[src/rtl/pgm_loader.sv]
// pgm_loader: fills program memory from a valid/ready byte stream.
// Stream layout: start address, length (0 means 256), payload bytes.
// The CPU is held in reset for the whole load and released HOLD_CYCLES
// cycles after the loader leaves the data phase.
// Optional build macro PGM_LOADER_CHECKSUM_EN: a trailing XOR checksum byte
// follows the payload; a mismatch sets a sticky error and keeps the CPU held.
module pgm_loader #(
   parameter int unsigned HOLD_CYCLES = 4
) (
   input  logic       clk,
   input  logic       reset,
   input  logic       in_valid,
   input  logic [7:0] in_data,
   output logic       in_ready,
   input  logic       load_req,
   output logic       pm_we,
   output logic [7:0] pm_addr,
   output logic [7:0] pm_wdata,
   output logic       cpu_hold,
   output logic       done,
   output logic       error
);

   typedef enum logic [2:0] {
      HDR_ADDR,
      HDR_LEN,
      DATA,
`ifdef PGM_LOADER_CHECKSUM_EN
      CHK,
`endif
      RELEASE,
      RUN
   } state_t;

   state_t     state;
   logic [7:0] pointer;
   logic [8:0] remaining;   // 9 bits so a length byte of 0 can hold 256
   logic [7:0] hold_cnt;
   logic       xfer;

`ifdef PGM_LOADER_CHECKSUM_EN
   logic [7:0] csum;
   logic       err_q;
   assign error = err_q;
`else
   assign error = 1'b0;
`endif

   assign xfer = in_valid && in_ready;

   // Stream parser, memory write port and CPU hold sequencing.
   always_ff @(posedge clk) begin
      // NOTE: reset is sampled on the clock edge only, so it never appears in
      // the sensitivity list; every register below uses <= to avoid ordering races.
      if (!reset) begin
         state     <= HDR_ADDR;
         in_ready  <= 1'b0;
         pm_we     <= 1'b0;
         pm_addr   <= 8'h00;
         pm_wdata  <= 8'h00;
         cpu_hold  <= 1'b1;
         done      <= 1'b0;
         pointer   <= 8'h00;
         remaining <= 9'd0;
         hold_cnt  <= 8'h00;
`ifdef PGM_LOADER_CHECKSUM_EN
         csum      <= 8'h00;
         err_q     <= 1'b0;
`endif
      end else begin
         // Write strobe is a single-cycle pulse; only a DATA transfer raises it.
         pm_we <= 1'b0;
         case (state)
            HDR_ADDR: begin
               // NOTE: in_ready is registered, so it rises one edge after reset
               // releases and must be cleared on the edge that leaves an accepting state.
               in_ready <= 1'b1;
`ifdef PGM_LOADER_CHECKSUM_EN
               csum <= 8'h00;
`endif
               if (xfer) begin
                  pointer <= in_data;
                  state   <= HDR_LEN;
               end
            end
            HDR_LEN: begin
               if (xfer) begin
                  remaining <= (in_data == 8'h00) ? 9'd256 : {1'b0, in_data};
                  state     <= DATA;
               end
            end
            DATA: begin
               if (xfer) begin
                  pm_we     <= 1'b1;
                  pm_addr   <= pointer;
                  pm_wdata  <= in_data;
                  pointer   <= pointer + 8'd1;
                  remaining <= remaining - 9'd1;
`ifdef PGM_LOADER_CHECKSUM_EN
                  csum <= csum ^ in_data;
                  if (remaining == 9'd1) begin
                     state <= CHK;
                  end
`else
                  if (remaining == 9'd1) begin
                     state    <= RELEASE;
                     in_ready <= 1'b0;
                     hold_cnt <= 8'h00;
                  end
`endif
               end
            end
`ifdef PGM_LOADER_CHECKSUM_EN
            CHK: begin
               if (xfer) begin
                  in_ready <= 1'b0;
                  hold_cnt <= 8'h00;
                  if (in_data == csum) begin
                     state <= RELEASE;
                  end else begin
                     err_q <= 1'b1;
                     state <= RUN;
                  end
               end
            end
`endif
            RELEASE: begin
               if (hold_cnt == 8'(HOLD_CYCLES)) begin
                  cpu_hold <= 1'b0;
                  done     <= 1'b1;
                  state    <= RUN;
               end else begin
                  hold_cnt <= hold_cnt + 8'd1;
               end
            end
            RUN: begin
               if (load_req) begin
                  cpu_hold <= 1'b1;
                  done     <= 1'b0;
                  in_ready <= 1'b1;
                  state    <= HDR_ADDR;
`ifdef PGM_LOADER_CHECKSUM_EN
                  err_q    <= 1'b0;
`endif
               end
            end
            default: begin
               state    <= HDR_ADDR;
               in_ready <= 1'b0;
            end
         endcase
      end
   end

endmodule
[config.mk]
export PLATFORM = sky130hd
export DESIGN_NAME = pgm_loader
export DESIGN_NICKNAME = d
export VERILOG_FILES = /design/src/rtl/pgm_loader.sv
export SDC_FILE = /design/constraint.sdc
export NUM_CORES = 1
export LEC_CHECK = 0
export BUFFER_PORTS_ARGS = -buffer_cell sky130_fd_sc_hd__buf_2
export CAP_MARGIN = 20
export CORE_UTILIZATION = 46
export DETAILED_ROUTE_END_ITERATION = 12
export GPL_TIMING_DRIVEN = 0
export PLACE_DENSITY = 0.66
export REMOVE_ABC_BUFFERS = 1
export SLEW_MARGIN = 20
export SYNTH_ARGS = -nofsm -noshare
export SYNTH_HDL_FRONTEND = slang
export SYNTH_SLANG_ARGS = --single-unit
[constraint.sdc]
create_clock -name clk -period 4.8 [get_ports clk]
set_clock_uncertainty 0.15 [all_clocks]
set_input_delay 0.72 -clock clk [delete_from_list [all_inputs] [get_ports clk]]
set_output_delay 0.72 -clock clk [all_outputs]
set_load 0.05 [all_outputs]
==> results.md, run 1 <==
- Setup TNS after final layout: 0 ns
- DRC violation count after routing: 0
- Synth Register Bits: 48
- Share of synthesized flip-flops with an asynchronous set or reset: 0
- Cell count of the worst reg-to-reg path: 3
- Power share of the clock group: 0.324
- Critical R2R Capture: hold_cnt[7]
- DRT Pass-1 Iters: 5
- Post-placement setup slack: approximately 2.2 ns
- CTS clk-pin slew, worst paths: about 0.090 ns
- Max-cap violations: 0
- Worst reg2reg setup slack: ~2.4 ns
- Number of global-route vias before repair: roughly 1.9k
- Worst r2r src: state[1]
- Slew margin rel.: 0.2982
- Timing endpoint of the critical path: hold_cnt[7]
- Part of the cycle the worst path needs: 0.5061
- Sequential element share of the synthesized area: 0.3947
- Horizontal extent of the die: around 75 um
- Top-Level Pins: 33
- Adder-cell share of the synthesized area: 0.02569
- Die area: roughly 5600 um2
- Number of H-tree levels: 2
- Buffers from clock root to sink, at most: 2
- Tightest Pin Transition: 1.048 ns
- Crit path required time: 4.86 ns
- Number of setup buffers added after CTS: 0
- Number of buffers added to fix hold violations after cts: 0
- Final Non-Filler Cells: ~400
- Routed vias/inst: between 5 and 6
- Clock buffers created by TritonCTS: 5
- Drt total wl: 5.487 mm
- Switching share of power: 0.2734
- Routed wire per std cell: 13.79 um
- Metal1 wirelength: about 2.7 mm
- Max rail drop VDD: approximately 0.2 mV
- Clock insertion delay at the later pin of the skew report: a little over 0.3 ns
- Critical path type: register to register
- Via count: roughly 2.2k
- Leftover overflow at the end of global routing: 0
- Fraction of synthesized cell area taken by the top area cell type: 0.3947
- Sequential cell fraction of total power: 0.577
- Die Y-Extent: approximately 75 um
- Power dissipated by switching net loads: 199.6 uW
- Share of layout cells above drive strength 1: 0.1555
- Unique masters post-synth: between 50 and 60
- Result of the run: finished, final reports clean
- Synth Cell Area: approximately 2400 um2
- First-pass GRT wire length: between 8 and 9 mm
- Overall global routing resource usage: 0.2092
- DR iter-0 viols: between 100 and 150
- Peak Freq: between 400 and 500 MHz
- Yosys top cell by area: sky130_fd_sc_hd__dfxtp_1
- Final GP Congestion: 0.7977
- Num Clock Sinks: 48
- Combinational group share of total power: 0.099
- Number of input and output port buffers inserted: 31
- Met3 wirelength from detailed routing: approximately 200 um
- Maximum net fanout on the critical path: 23
- Final-report max-slew violation count: 0
- Setup repair after global routing missed its margin: no
- Final setup margin: about 2.4 ns
- Power per cell area: between 200 and 300 nW/um2
- # nets final: between 300 and 400
- DP HPWL: 3.835 mm
- Element type at the critical path start: register
- Worst path arrival time: ~2.5 ns
- Core Footprint: 5107 um2
- PostCTS Resize Cnt: 0
- Initial antenna violation count: 0
- Clock tree from TritonCTS: yes
- Worst min path class: register to register
- Cell at the root of the clock tree: sky130_fd_sc_hd__clkbuf_8
- Instance count after placement with tap cells included: around 400
- Uppermost layer routed: met4
- Met2 Wirelength: ~2.5 mm
- Maximum number of pins on one net before global-route repair: 38
- Internal power summed over all cells: roughly 530 uW
- Std cell rows: 26
- Primary flip-flop cell chosen by synthesis mapping: sky130_fd_sc_hd__dfxtp_1
- Final antenna-violating net count: 0
- Most area-consuming cells after synthesis: sky130_fd_sc_hd__dfxtp_1, sky130_fd_sc_hd__a21oi_1, sky130_fd_sc_hd__nand2_1
- Critical Path End Type: register
- Count of flip-flops with a built-in enable after synthesis: 0
- XOR/XNOR share of the synthesized area: 0.003597
- Effective utilization at floorplan: 0.4767
- Number of synthesis warnings: 0
- Final hold viol count: 0
- Crit path from: state[1]
- Area growth from synthesis to final layout: 10.59%
- Final setup violating endpoints: 0
- Post-Syn Area per Cell: 7.957 um2
- Area share of and/or/nand/nor cells after synthesis: 0.2893
- Final critical path time including I/O delays and setup: roughly 2.4 ns
- Antenna cell count: 0
- Leakage: about 0.0009 uW
- Main combinational cell family by area after synthesis: simple AND/OR/NAND/NOR gates
- Compound-gate portion of the synthesized area: 0.2405
- Number of standard cells after synthesis: between 300 and 400
- Mux cell area share after synthesis: 0
## layer usage
metal	track usage	vias to the layer above
li1	-	1163
met4	0.07757	0
met3	0.04953	10
met2	0.3413	42
met5	0	-
met1	0.2693	1001
## synth_stat cells (4+ instances only)
master,n
sky130_fd_sc_hd__dfxtp_1,48
sky130_fd_sc_hd__nand2_1,46
sky130_fd_sc_hd__a21oi_1,40
sky130_fd_sc_hd__o21ai_0,26
sky130_fd_sc_hd__nor2_1,12
sky130_fd_sc_hd__nor3_1,9
sky130_fd_sc_hd__clkbuf_1,8
sky130_fd_sc_hd__nand3_1,7
sky130_fd_sc_hd__nand4_1,7
sky130_fd_sc_hd__or3_1,7
sky130_fd_sc_hd__buf_2,6
sky130_fd_sc_hd__inv_1,6
sky130_fd_sc_hd__ha_1,5
sky130_fd_sc_hd__nand2b_1,5
sky130_fd_sc_hd__nor4_1,5
sky130_fd_sc_hd__a211oi_1,4
sky130_fd_sc_hd__a21o_1,4
sky130_fd_sc_hd__o211ai_1,4
## worst min path at each step
| stage | endpoint | startpoint | cells past startpoint |
|---|---|---|---|
| CTS | pm_wdata[7] | pm_wdata[7] | 2 |
| detailed placement | pm_wdata[7] | pm_wdata[7] | 2 |
| global route | pm_addr[5] | pm_addr[5] | 2 |
| global placement | pm_wdata[0] | pm_wdata[0] | 2 |
| floorplan | pm_addr[6] | pointer[6] | 2 |
| finish | pm_wdata[7] | pm_wdata[7] | 2 |
## cells by family (layout without fill, tap and decap cells)
group,Yosys count,in the layout
AND/OR/NAND/NOR,128,128
AO/OA/AOI/OAI,98,98
flip-flops,48,48
buffers and inverters,25,47
adder cells (fa/ha/maj),5,5
other,1,1
XOR/XNOR,1,1
## metrics by stage
stage                     power (uW)  hold slack [ns]    util  area (um2)
after floorplan                476.8           0.3077       -        2356
after global placement         501.7           0.2891  0.5088        2599
after detailed placement       502.5           0.2932  0.5113        2611
after CTS                      733.8           0.3048  0.5272        2693
after global routing           761.0           0.3346  0.5272        2693
final                          730.1           0.3032  0.5272        2693
## power groups by stage
stage	clock network, uW	registers [uW]	logic [uW]
after global routing	256	423	81.4
final	237	421	72.1
after detailed placement	0	430	72.0
after CTS	240	421	72.4
after global placement	0	430	71.5
after floorplan	0	431	46.1
## registers in the layout (all words and copies together), names as in the netlist
register and flops:
pm_addr 8, hold_cnt 8, remaining 9, state 3
cpu_hold 1, in_ready 1, pm_we 1, pm_wdata 8
done 1, pointer 8
## layout make-up
type / instances / area [um2]
multi-input combinational: 233 / 1370
inverter: 8 / 30.03
sequential: 48 / 960.9
fill: 535 / 2415
clock inverter: 2 / 12.51
tap: 70 / 87.58
timing repair buffer: 32 / 162.7
clock buffer: 5 / 68.82
## critical path, stage by stage, from the launching register on
cell	delay (ns)
sky130_fd_sc_hd__dfxtp_1	0.54
sky130_fd_sc_hd__or3b_1	0.69
sky130_fd_sc_hd__o21ai_0	0.69
sky130_fd_sc_hd__o21ba_2	0.25
## layout by cell type, fill, tap and decap left out, types with 2 or more instances in the layout
| cell type | netlist | layout |
|---|---|---|
| sky130_fd_sc_hd__nand2_1 | 46 | 46 |
| sky130_fd_sc_hd__o211ai_1 | 4 | 4 |
| sky130_fd_sc_hd__ha_1 | 5 | 5 |
| sky130_fd_sc_hd__and2_1 | 2 | 2 |
| sky130_fd_sc_hd__o21a_1 | 3 | 3 |
| sky130_fd_sc_hd__nor2_1 | 12 | 12 |
| sky130_fd_sc_hd__nand2b_1 | 5 | 5 |
| sky130_fd_sc_hd__o21ai_0 | 26 | 26 |
| sky130_fd_sc_hd__a21oi_1 | 40 | 40 |
| sky130_fd_sc_hd__dfxtp_1 | 48 | 48 |
| sky130_fd_sc_hd__nor4_1 | 5 | 5 |
| sky130_fd_sc_hd__a31oi_1 | 3 | 3 |
| sky130_fd_sc_hd__a311oi_1 | 3 | 3 |
| sky130_fd_sc_hd__buf_2 | 6 | 31 |
| sky130_fd_sc_hd__nand4_1 | 7 | 7 |
| sky130_fd_sc_hd__nand4bb_1 | 2 | 2 |
| sky130_fd_sc_hd__or3_1 | 7 | 7 |
| sky130_fd_sc_hd__inv_2 | 2 | 2 |
| sky130_fd_sc_hd__a21o_1 | 4 | 4 |
| sky130_fd_sc_hd__or4_1 | 2 | 2 |
| sky130_fd_sc_hd__nand3_1 | 7 | 7 |
| sky130_fd_sc_hd__inv_1 | 6 | 6 |
| sky130_fd_sc_hd__a211oi_1 | 4 | 4 |
| sky130_fd_sc_hd__clkbuf_8 | 0 | 5 |
| sky130_fd_sc_hd__nand3b_1 | 3 | 3 |
| sky130_fd_sc_hd__and3_1 | 2 | 2 |
| sky130_fd_sc_hd__nor3_2 | 2 | 3 |
| sky130_fd_sc_hd__nor3_1 | 9 | 8 |
| sky130_fd_sc_hd__and2_0 | 3 | 3 |
| sky130_fd_sc_hd__nor2b_1 | 2 | 2 |
(Power assumes the default switching activity.)
==> run 2, diff against run 1 <==
PLACE_DENSITY = 0.69   (was 0.66)
clock period = 2.2 ns   (was 4.8 ns; I/O delays follow)
==> results.md, run 2 (same netlist as run 1, synthesis figures left out) <==
- Result of the run: finished, final reports clean
- Final GP Congestion: 0.8040
- # nets final: 348
- Part of the cycle the worst path needs: 0.9528
- Cell at the root of the clock tree: sky130_fd_sc_hd__clkbuf_8
- Worst path arrival time: approximately 2.2 ns
- DR iter-0 viols: between 100 and 150
- Setup repair after global routing missed its margin: yes
- Antenna cell count: 0
- Instance count after placement with tap cells included: 391
- Leftover overflow at the end of global routing: 0
- DRT Pass-1 Iters: 5
- Clock buffers created by TritonCTS: 5
- Maximum number of pins on one net before global-route repair: 38
- Die Y-Extent: approximately 75 um
- Highest-count cells in the layout ignoring fill and taps: sky130_fd_sc_hd__nand2_1, sky130_fd_sc_hd__dfxtp_1, sky130_fd_sc_hd__a21oi_1, sky130_fd_sc_hd__buf_2, sky130_fd_sc_hd__o21ai_0
- Area growth from synthesis to final layout: 15.47%
- Routed vias/inst: 5.689
- Final Non-Filler Cells: 402
- Die area: roughly 5600 um2
- Setup TNS after final layout: 0 ns
- Register with the highest flop count: remaining
- Leakage: around 0.00097 uW
- Final critical path time including I/O delays and setup: roughly 2.1 ns
- Initial antenna violation count: 0
- DRC violation count after routing: 0
- Worst min path class: primary input to register
- Count of filler cells inserted in the layout: between 500 and 600
- Core Util, Final: 0.5505
- Max rail drop VDD: 0.4413 mV
- Crit path required time: roughly 2.3 ns
- Final-report max-slew violation count: 0
- Worst r2r src: in_ready
- CTS clk-pin slew, worst paths: about 0.09 ns
- Number of global-route vias before repair: ~2k
- Clock tree from TritonCTS: yes
- First-pass GRT wire length: about 9.1 mm
- Num Clock Sinks: 48
- Top-Level Pins: 33
- Max-cap violations: 0
- Total cell area at the placement stage: between 2000 and 3000 um2
- Critical path type: register to register
- Std cell rows: 26
- Hold path start: in_data[2]
- Effective utilization at floorplan: 0.4767
- Buffers from clock root to sink, at most: 2
- Via count: 2,287
- Tightest Pin Transition: approximately 0.64 ns
- Number of input and output port buffers inserted: 31
- DP HPWL: between 3 and 4 mm
- Horizontal extent of the die: 74.76 um
- Final antenna-violating net count: 0
- Final setup violating endpoints: 0
- Slew margin rel.: 0.5724
- Number of H-tree levels: 2
- Final hold viol count: 0
- Routed wire per std cell: about 14 um
- Finished layout cell area: about 2800 um2
- Number of flip-flops under the largest register name: 9
- Power per cell area: between 600 and 700 nW/um2
- Drt total wl: 5.547 mm
- Critical Path End Type: register
- Most common library cell in the layout ignoring fill and taps: sky130_fd_sc_hd__nand2_1
- Clock insertion delay at the later pin of the skew report: approximately 0.31 ns
- Element type at the critical path start: register
- Maximum net fanout on the critical path: 18
- Core Footprint: 5107 um2
- Overall global routing resource usage: 0.2114
- Share of layout cells above drive strength 1: 0.1898
- Peak Freq: about 480 MHz
- Crit path from: in_ready
==> run 2: cell types whose count changed in the layout (fill, tap and decap cells not counted), sizes merged <==
cell,previous run,this run
clkinvlp,1,0
clkbuf,5,6
buf,32,35
bufinv,0,1
==> run 2: path summary, 6_finish.rpt <==
path | to | slack [ns] | cells past startpoint
worst max-delay path | pointer[7] | 0.10 | 4
worst max register to register | pointer[7] | 0.10 | 4
worst min-delay path | pm_wdata[2] | 0.13 | 3
worst min register to register | pm_wdata[2] | 0.30 | 2
==> run 2: final cells by class <==
class,count,area [um2],share of cell area
clock buffers,6,72.57,0.02581
flip-flops and latches,48,964.7,0.3431
repair buffers,35,197.7,0.07032
inverters,8,30.03,0.01068
clock inverters,2,35.03,0.01246
well taps,70,87.58,0.03115
multi-input cells,233,1424,0.5065
==> run 2: what timing repair did <==
action,4_1_cts,5_1_grt
hold endpoints to repair,0,0
setup buffers,0,3
setup endpoints to repair,9,19
gates resized for setup,6,8
hold buffers,0,0
==> run 2: stage by stage <==
step	hold slack [ns]	total power, uW	setup WS (ns)
global route	0.1402	1801	-0.007980
detailed placement	0.2930	1095	-0.2185
global placement	0.2880	1093	-0.3739
finish	0.1263	1732	0.1038
CTS	0.1239	1737	0.02828
floorplan	0.2562	1040	-0.1408
==> run 2: report_power, final <==
part / switching, uW / leakage [uW] / internal, uW
registers: 35.3 / 0.000390 / 887
logic: 106 / 0.000525 / 64.6
clock network: 301 / 0.0000552 / 338
==> run 2: layer usage <==
layer | track usage | up-vias | wire length, um
met3 | 0.03748 | 7 | 186
li1 | - | 1163 | -
met2 | 0.3574 | 40 | 2666
met4 | 0.06709 | 0 | 70
met1 | 0.2739 | 1077 | 2623
met5 | 0 | - | 0
==> run 2: worst max-delay path, cell delays in order (launching register included) <==
cell                       delay, ns
sky130_fd_sc_hd__dfxtp_1        0.48
sky130_fd_sc_hd__nand3b_1       0.21
sky130_fd_sc_hd__or3_4          0.48
sky130_fd_sc_hd__or4_4          0.54
sky130_fd_sc_hd__a41oi_2        0.16
==> run 3, diff against run 2 <==
CTS_BUF_LIST = sky130_fd_sc_hd__clkbuf_4 sky130_fd_sc_hd__clkbuf_8   (was not set)
==> results.md, run 3 (same netlist as run 1, synthesis figures left out) <==
- DRT Pass-1 Iters: 4
- Final GP Congestion: roughly 0.8
- Die area: ~5600 um2
- Crit path required time: between 2 and 2.5 ns
- Number of global-route vias before repair: roughly 2.0k
- Worst min path class: primary input to register
- Leftover overflow at the end of global routing: 0
- Overall power consumption: ~1700 uW
- Overall global routing resource usage: 0.2122
- Share of layout cells above drive strength 1: 0.1958
- Cell depth of the worst min-delay path: 3
- Element type at the critical path start: register
- Cell count of the worst reg-to-reg path: 4
- Die Y-Extent: roughly 75 um
- Horizontal extent of the die: ~75 um
- Number of flip-flops under the largest register name: 9
- Core Footprint: 5107 um2
- Part of the cycle the worst path needs: 0.9514
- Num Clock Sinks: 48
- Count of filler cells inserted in the layout: 528
- Number of input and output port buffers inserted: 31
- # nets final: about 350
- DRC violation count after routing: 0
- Initial antenna violation count: 0
- Result of the run: finished, final reports clean
- Clock buffers created by TritonCTS: 5
- Max rail drop VDD: 0.4258 mV
- Highest-count cells in the layout ignoring fill and taps: sky130_fd_sc_hd__nand2_1, sky130_fd_sc_hd__dfxtp_1, sky130_fd_sc_hd__a21oi_1, sky130_fd_sc_hd__buf_2, sky130_fd_sc_hd__o21ai_0
- Peak Freq: approximately 480 MHz
- Final antenna-violating net count: 0
- Core Util, Final: 0.5514
- Clock insertion delay at the later pin of the skew report: around 0.3 ns
- Worst path arrival time: around 2.2 ns
- DP HPWL: 3.740 mm
- Buffers from clock root to sink, at most: 2
- Final hold viol count: 0
- Clock tree from TritonCTS: yes
- Setup repair after global routing missed its margin: yes
- Via count: ~2.3k
- Max-cap violations: 0
- Most common library cell in the layout ignoring fill and taps: sky130_fd_sc_hd__nand2_1
- Tightest Pin Transition: roughly 0.65 ns
- Critical Path End Type: register
- Critical path type: register to register
- Top-Level Pins: 33
- Area growth from synthesis to final layout: 15.67%
- Leakage: 0.0009732 uW
- Routed vias/inst: roughly 5.7
- Effective utilization at floorplan: 0.4767
- Register with the highest flop count: remaining
- Worst reg2reg setup slack: approximately 0.11 ns
- Multi-input gate area in the final layout: 1424 um2
- Final critical path time including I/O delays and setup: 2.093 ns
- Slew margin rel.: 0.5672
- Maximum number of pins on one net before global-route repair: 38
- Power per cell area: around 620 nW/um2
- Routed wire per std cell: around 14 um
- CTS clk-pin slew, worst paths: roughly 0.09 ns
- Maximum net fanout on the critical path: 18
- Sequential cell area in the final layout: 965.9 um2
- Antenna cell count: 0
- Std cell rows: 26
- Number of buffers added to fix hold violations after cts: 0
- Cell at the root of the clock tree: sky130_fd_sc_hd__clkbuf_8
- Final setup violating endpoints: 0
- Final-report max-slew violation count: 0
- Number of H-tree levels: 2
- Drt total wl: roughly 5.6 mm
- First-pass GRT wire length: about 9 mm
- DR iter-0 viols: 138
run 3: worst max-delay path, stage by stage, from the launching register on:
cell and delay, ns:
sky130_fd_sc_hd__dfxtp_2 0.41, sky130_fd_sc_hd__nand3b_1 0.27, sky130_fd_sc_hd__or3_4 0.48, sky130_fd_sc_hd__or4_4 0.54, sky130_fd_sc_hd__a41oi_2 0.16
run 3: layout make-up:
class	count	share of cell area
clock inverter	2	0.01244
inverter	8	0.01066
clock buffer	6	0.02710
timing repair buffer	35	0.07019
multi-input combinational	233	0.5056
tap	70	0.03110
sequential	48	0.3430
run 3: routing by layer:
metal  track usage  vias to the layer above  routed length (um)
li1              -                     1166                   -
met1        0.2739                     1086                2677
met2        0.3604                       37                2659
met3       0.03748                        7                 188
met4       0.06709                        0                  70
met5             0                        -                   0
run 3: power by group:
group	total, uW	switching (uW)	internal [uW]	leakage (uW)
Clock	651	301	350	0.0000586
Sequential	923	35.9	888	0.000390
Combinational	171	106	64.7	0.000525
run 3: path summary, 6_finish.rpt:
path | from | endpoint
worst max-delay path | state[2] | pointer[7]
worst min-delay path | in_data[2] | pm_wdata[2]
worst max register to register | state[2] | pointer[7]
worst min register to register | pm_wdata[2] | pm_wdata[2]
run 3: what timing repair did:
item / CTS / global route
cloned: 0 / 0
resized for setup: 6 / 9
pin swaps: 0 / 0
setup buffers: 0 / 3
setup endpoints to repair: 9 / 19
run 3: per-stage QoR:
stage	worst slack, ns	instances	setup TNS [ns]	cell area, um2	hold slack [ns]
global route	-0.007980	402	-0.007980	2816	0.1406
detailed placement	-0.2185	391	-0.8600	2611	0.2930
finish	0.1070	402	0	2816	0.1288
floorplan	-0.1408	289	-0.3910	2356	0.2562
CTS	0.01726	399	0	2751	0.1236
global placement	-0.3739	390	-6.199	2599	0.2880
